===== src/rtl/apb_cmd_master_pkg4.sv =====
// rtl/apb_cmd_master_pkg4.sv - state type, slave-select constants and default watchdog limit for apb_cmd_master4
package apb_cmd_master_pkg4;

    typedef enum logic [1:0] {
        IDLE   = 2'd0,
        SETUP  = 2'd1,
        ACCESS = 2'd2,
        RESP   = 2'd3
    } state_t;

    localparam int SEL_WIDTH              = 4;
    localparam int NUM_SLAVES             = 16;
    localparam int DEFAULT_TIMEOUT_CYCLES = 256;

    function automatic logic [NUM_SLAVES-1:0] slave_onehot(input logic [SEL_WIDTH-1:0] sel);
        logic [NUM_SLAVES-1:0] oh;
        oh      = '0;
        oh[sel] = 1'b1;
        return oh;
    endfunction

endpackage


===== src/rtl/apb_watchdog4.sv =====
// rtl/apb_watchdog4.sv - ACCESS wait-state watchdog, used by apb_cmd_master4 when APB_CMD_MASTER_TIMEOUT_EN is defined
module apb_watchdog4
    import apb_cmd_master_pkg4::*;
#(
    parameter int TIMEOUT_CYCLES = DEFAULT_TIMEOUT_CYCLES
) (
    input  logic pclock4,
    input  logic preset4,
    input  logic start,
    input  logic count_en,
    output logic expired
);

    localparam int            CW   = $clog2(TIMEOUT_CYCLES + 1);
    localparam logic [CW-1:0] LAST = CW'(TIMEOUT_CYCLES - 1);

    logic [CW-1:0] cnt;
    logic [CW-1:0] cnt_inc;

    assign cnt_inc = cnt + CW'(1);

    // expired is raised one cycle early so it lines up with the final
    // allowed wait cycle; the master aborts at the end of that cycle.
    always_ff @(posedge pclock4 or negedge preset4) begin
        if (!preset4) begin
            cnt     <= '0;
            expired <= 1'b0;
        end else if (start) begin
            cnt     <= '0;
            expired <= (TIMEOUT_CYCLES == 1);
        end else if (count_en) begin
            cnt     <= cnt_inc;
            expired <= (cnt_inc == LAST);
        end else begin
            expired <= 1'b0;
        end
    end

endmodule


===== src/rtl/apb_cmd_master4.sv =====
// rtl/apb_cmd_master4.sv - single-outstanding command-to-APB master; APB_CMD_MASTER_TIMEOUT_EN adds an ACCESS watchdog
module apb_cmd_master4
    import apb_cmd_master_pkg4::*;
#(
    parameter int PADDR_WIDTH4   = 32,
    parameter int PWDATA_WIDTH4  = 32,
    parameter int PRDATA_WIDTH4  = 32,
    parameter int TIMEOUT_CYCLES = DEFAULT_TIMEOUT_CYCLES
) (
    input  logic                      pclock4,
    input  logic                      preset4,
    input  logic                      cmd_valid,
    output logic                      cmd_ready,
    input  logic                      cmd_write,
    input  logic [PADDR_WIDTH4-1:0]   cmd_addr,
    input  logic [PWDATA_WIDTH4-1:0]  cmd_wdata,
    output logic                      rsp_valid,
    input  logic                      rsp_ready,
    output logic [PRDATA_WIDTH4-1:0]  rsp_rdata,
    output logic                      rsp_err,
    output logic                      rsp_timeout,
    output logic [PADDR_WIDTH4-1:0]   paddr4,
    output logic                      prwd4,
    output logic [PWDATA_WIDTH4-1:0]  pwdata4,
    output logic                      penable4,
    output logic [NUM_SLAVES-1:0]     psel4,
    input  logic [PRDATA_WIDTH4-1:0]  prdata4,
    input  logic                      pready4,
    input  logic                      pslverr4
);

    state_t                     state, state_d;
    logic                       cmd_ready_d;
    logic                       rsp_valid_d;
    logic                       rsp_err_d;
    logic [PRDATA_WIDTH4-1:0]   rsp_rdata_d;
    logic [PADDR_WIDTH4-1:0]    paddr_d;
    logic                       prwd_d;
    logic [PWDATA_WIDTH4-1:0]   pwdata_d;
    logic                       penable_d;
    logic [NUM_SLAVES-1:0]      psel_d;

`ifdef APB_CMD_MASTER_TIMEOUT_EN
    logic rsp_timeout_d;
    logic expired;

    apb_watchdog4 #(
        .TIMEOUT_CYCLES (TIMEOUT_CYCLES)
    ) u_watchdog (
        .pclock4  (pclock4),
        .preset4  (preset4),
        .start    (state == SETUP),
        .count_en ((state == ACCESS) && !pready4),
        .expired  (expired)
    );
`else
    assign rsp_timeout = 1'b0;
`endif

    always_comb begin
        state_d     = state;
        rsp_valid_d = rsp_valid;
        rsp_err_d   = rsp_err;
        rsp_rdata_d = rsp_rdata;
        paddr_d     = paddr4;
        prwd_d      = prwd4;
        pwdata_d    = pwdata4;
        penable_d   = penable4;
        psel_d      = psel4;
`ifdef APB_CMD_MASTER_TIMEOUT_EN
        rsp_timeout_d = rsp_timeout;
`endif
        case (state)
            IDLE: begin
                if (cmd_valid && cmd_ready) begin
                    paddr_d  = cmd_addr;
                    prwd_d   = cmd_write;
                    pwdata_d = cmd_wdata;
                    psel_d   = slave_onehot(cmd_addr[PADDR_WIDTH4-1 -: SEL_WIDTH]);
                    state_d  = SETUP;
                end
            end
            SETUP: begin
                penable_d = 1'b1;
                state_d   = ACCESS;
            end
            ACCESS: begin
                if (pready4) begin
                    psel_d      = '0;
                    penable_d   = 1'b0;
                    rsp_valid_d = 1'b1;
                    rsp_err_d   = pslverr4;
                    rsp_rdata_d = prwd4 ? '0 : prdata4;
`ifdef APB_CMD_MASTER_TIMEOUT_EN
                    rsp_timeout_d = 1'b0;
`endif
                    state_d     = RESP;
                end
`ifdef APB_CMD_MASTER_TIMEOUT_EN
                else if (expired) begin
                    psel_d        = '0;
                    penable_d     = 1'b0;
                    rsp_valid_d   = 1'b1;
                    rsp_err_d     = 1'b1;
                    rsp_rdata_d   = '0;
                    rsp_timeout_d = 1'b1;
                    state_d       = RESP;
                end
`endif
            end
            RESP: begin
                if (rsp_ready) begin
                    rsp_valid_d = 1'b0;
                    state_d     = IDLE;
                end
            end
            default: state_d = IDLE;
        endcase
        // Registered ready: high exactly in the cycles the FSM sits in IDLE.
        cmd_ready_d = (state_d == IDLE);
    end

    always_ff @(posedge pclock4 or negedge preset4) begin
        if (!preset4) begin
            state     <= IDLE;
            cmd_ready <= 1'b0;
            rsp_valid <= 1'b0;
            rsp_err   <= 1'b0;
            rsp_rdata <= '0;
            paddr4    <= '0;
            prwd4     <= 1'b0;
            pwdata4   <= '0;
            penable4  <= 1'b0;
            psel4     <= '0;
`ifdef APB_CMD_MASTER_TIMEOUT_EN
            rsp_timeout <= 1'b0;
`endif
        end else begin
            state     <= state_d;
            cmd_ready <= cmd_ready_d;
            rsp_valid <= rsp_valid_d;
            rsp_err   <= rsp_err_d;
            rsp_rdata <= rsp_rdata_d;
            paddr4    <= paddr_d;
            prwd4     <= prwd_d;
            pwdata4   <= pwdata_d;
            penable4  <= penable_d;
            psel4     <= psel_d;
`ifdef APB_CMD_MASTER_TIMEOUT_EN
            rsp_timeout <= rsp_timeout_d;
`endif
        end
    end

endmodule


===== config.mk =====
export PLATFORM = sky130hd
export DESIGN_NAME = apb_cmd_master4
export DESIGN_NICKNAME = d
export VERILOG_FILES = /design/src/rtl/apb_cmd_master_pkg4.sv /design/src/rtl/apb_watchdog4.sv /design/src/rtl/apb_cmd_master4.sv
export SDC_FILE = /design/constraint.sdc
export NUM_CORES = 1
export LEC_CHECK = 0
export CORE_UTILIZATION = 37
export CTS_CLUSTER_SIZE = 16
export DETAILED_ROUTE_END_ITERATION = 16
export GPL_TIMING_DRIVEN = 0
export PLACE_DENSITY = 0.78
export SETUP_SLACK_MARGIN = 0.02
export SYNTH_ARGS = -nofsm -noshare
export SYNTH_HDL_FRONTEND = slang
export SYNTH_SLANG_ARGS = --single-unit

===== constraint.sdc =====
create_clock -name pclock4 -period 1.3 [get_ports pclock4]
set_input_delay 0.13 -clock pclock4 [delete_from_list [all_inputs] [get_ports pclock4]]
set_output_delay 0.13 -clock pclock4 [all_outputs]
set_load 0.01 [all_outputs]

==> impl_metrics.json <==
{
  "status": "complete, but fails checks",
  "violations": "negative setup slack",
  "clk_latency_ns": 0.40,
  "peakVddDrop_mv": 1.08,
  "post_drt_wl_per_cell_um": 16.2,
  "finalSetupTns_ns": -10.82,
  "cts_buffers": 17,
  "cp.buffers_inverters": 4,
  "min-delay-start": "cmd_addr[28]",
  "io_buffers": 218,
  "r2r-start": "state[0]$_DFF_PN0_",
  "drive_gt1_frac": 0.288,
  "clock-sinks": 119,
  "cp.arrival_ns": 1.81,
  "vias": 4568,
  "dr.pass1.iters": 4,
  "critPathRequiredTime_ns": 1.62,
  "synthCells": 506,
  "synth_top_area_frac": 0.627,
  "synthTopCellsByArea": "dfrtp_1 (63%), nand2_1 (19%), nand2b_1 (4.6%)",
  "crit_start": "state[0]$_DFF_PN0_",
  "fp.dieW_um": 115,
  "path_cells": "buf_6 -> nor4bb_4 -> buf_6 -> buf_12 -> buf_8 -> nand2_2 -> nand2_1",
  "hpwl_mm": 10.0,
  "root_buffer": "clkbuf_16",
  "min_to": "paddr4[28]$_DFFE_PN0P_",
  "tightest_slew_ns": 0.572,
  "syn_area_um2": 4750,
  "crit_family": "buffers and inverters",
  "synth_edf_count": 0,
  "synth_largest_area_cell": "dfrtp_1",
  "cts_buffer_depth": 2,
  "critPathMostFrequentCell": "buf_6",
  "whs_path_depth": 3,
  "drv_cap": 0,
  "p_per_area_nw_per_um2": 2020,
  "fillers": 954,
  "drt_iter0_drc": 180,
  "r2r-end": "paddr4[1]$_DFFE_PN0P_",
  "drc_errors": 0,
  "grt_max_degree": 62,
  "syn_to_final_growth_pct": 82.7,
  "startpoint_type": "flop",
  "routed_wl_mm": 15.5,
  "drv_slew": 0,
  "period_needed_ns": 1.49,
  "ios": 221,
  "end_kind": "flop",
  "multi_input_area_um2": 2160,
  "busiest_layer": "met2",
  "critPathMaxStageDelay_ns": 0.42,
  "synthDistinctLibCells": 25,
  "grt_pass1_wl_mm": 23.7,
  "ys_async_sr_fraction": 1.00,
  "synth_seq_cells": 119,
  "clk_pin_slew_ns": 0.05,
  "synth_flop_cell": "dfrtp_1",
  "die_h_um": 115,
  "crit_slowest_cell": "dfrtp_2",
  "synthesis.nets": 609,
  "num_rows": 41,
  "period_share": 1.14,
  "hold_path.class": "input port to flop",
  "path_max_fanout": 5,
  "p_leak_nw": 4.41,
  "cts_tree": "done",
  "fmax_ghz": 0.672,
  "final_nets": 880,
  "cts_max_level": 4,
  "grt_use_met3": 0.0901,
  "antenna_left": 0,
  "finalSetupViolCount": 88,
  "fp.dieArea_um2": 13300,
  "slew_headroom": 0.618,
  "post_drt_via_cell_ratio": 4.76,
  "final_area_um2": 8680,
  "core_um2": 12600,
  "place.gp.congestion": 0.729,
  "fin_ws_ns": -0.187,
  "antenna_found_initial": 0,
  "n_antenna_cell": 0,
  "synth.yosys.seq_area_share": 0.627,
  "grt_pass1_vias": 4707,
  "place_area_um2": 7190,
  "hold_viol": 0,
  "rsz0062_at_grt": "yes",
  "r2r_cells": 7,
  "regArea_um2": 2980,
  "fin_skew_ns": 0.00787,
  "track_usage": 0.237,
  "synth_area_per_cell_um2": 9.39,
  "rrSetupSlack_ns": -0.19,
  "start_util": 0.378,
  "ys_warn_count": 0,
  "grtUsageMet2": 0.412,
  "met1_usage": 0.262,
  "critical_path_class": "flop to flop",
  "overflow": 0
}
## stage by stage
step	util	setup WS (ns)	std cells	hold WS [ns]	power (W)
2_1_floorplan	-	-0.0792	506	-0.166	0.00888
3_3_place_gp	0.570	-4.33	896	0.460	0.0128
3_5_place_dp	0.572	-0.448	897	0.133	0.0131
4_1_cts	0.669	-0.159	958	0.161	0.0172
5_1_grt	0.691	-0.238	959	0.219	0.0187
6_report	0.691	-0.187	959	0.214	0.0175
## registers in the layout (all words and copies together) (netlist names), 2 cells and up
signal / cells
paddr4: 32
pwdata4: 32
rsp_rdata: 32
psel4: 16
state: 2
## metal layers
layer,up-vias,wire (um)
li1,2155,-
met1,2219,5980
met2,173,7950
met3,21,1300
met4,0,275
met5,-,0
## logic make-up (layout without fill, tap and decap cells)
| family | Yosys count | after routing | synth area share |
|---|---|---|---|
| compound gates | 54 | 54 | 0.0669 |
| buf+inv | 34 | 315 | 0.0363 |
| flops | 119 | 119 | 0.627 |
| mux | 1 | 1 | 0.00237 |
| other cells | 1 | 1 | 0.000789 |
| simple gates | 297 | 297 | 0.267 |
## placed cells by master, fill, tap and decap left out, drive strengths merged, types with 3 or more instances in the layout
cell type / instances
clkbuf: 37
a21oi: 3
clkinv: 4
buf: 54
o41ai: 4
clkdlybuf4s50: 100
o21ai: 34
nand2b: 35
nand3: 19
o31ai: 12
dfrtp: 119
nand2: 235
dlygate4sd2: 115
## cell type report
| cell class | instances | area share |
|---|---|---|
| Timing Repair Buffer | 254 | 0.288 |
| Tap cell | 172 | 0.0248 |
| Clock inverter | 5 | 0.00317 |
| Clock buffer | 24 | 0.0532 |
| Buffer | 31 | 0.0386 |
| Sequential cell | 119 | 0.343 |
| Inverter | 1 | 0.000432 |
| Multi-Input combinational cell | 353 | 0.249 |
## where the power goes
part	switching, W	leakage [nW]	internal (W)
logic	0.00379	2.66	0.00372
registers	0.000866	1.52	0.00526
clock network	0.00148	0.240	0.00243
total	0.00614	4.41	0.0114
## worst max path at each step
stage	cells past startpoint	endpoint
after global routing	7	paddr4[13]$_DFFE_PN0P_
after CTS	7	paddr4[5]$_DFFE_PN0P_
after detailed placement	6	paddr4[5]$_DFFE_PN0P_
after floorplan	6	psel4[13]$_DFFE_PN0P_
after global placement	1	paddr4[16]$_DFFE_PN0P_
final	7	paddr4[1]$_DFFE_PN0P_
## cells in the mapped netlist, drive strengths merged (2+ instances only)
| cell type | n |
|---|---|
| a21oi | 3 |
| buf | 18 |
| clkbuf | 15 |
| dfrtp | 119 |
| nand2 | 235 |
| nand2b | 35 |
| nand3 | 19 |
| nand3b | 2 |
| nor2 | 2 |
| o21ai | 34 |
| o31ai | 12 |
| o41ai | 4 |
## worst min-delay path, delay by kind of cell
kind	cells	cell delay, ns
and+or+nand+nor	2	0.18
buffers and inverters	1	0.25
## repair_timing
action	in CTS	in global routing
endpoints found under the hold margin	58	0
hold buffers	1	0
setup endpoints to repair	232	115
setup buffers	20	2
gates resized for setup	299	95
pin swaps	95	32
cloned	11	1
Power figures use the tool's default switching activity.
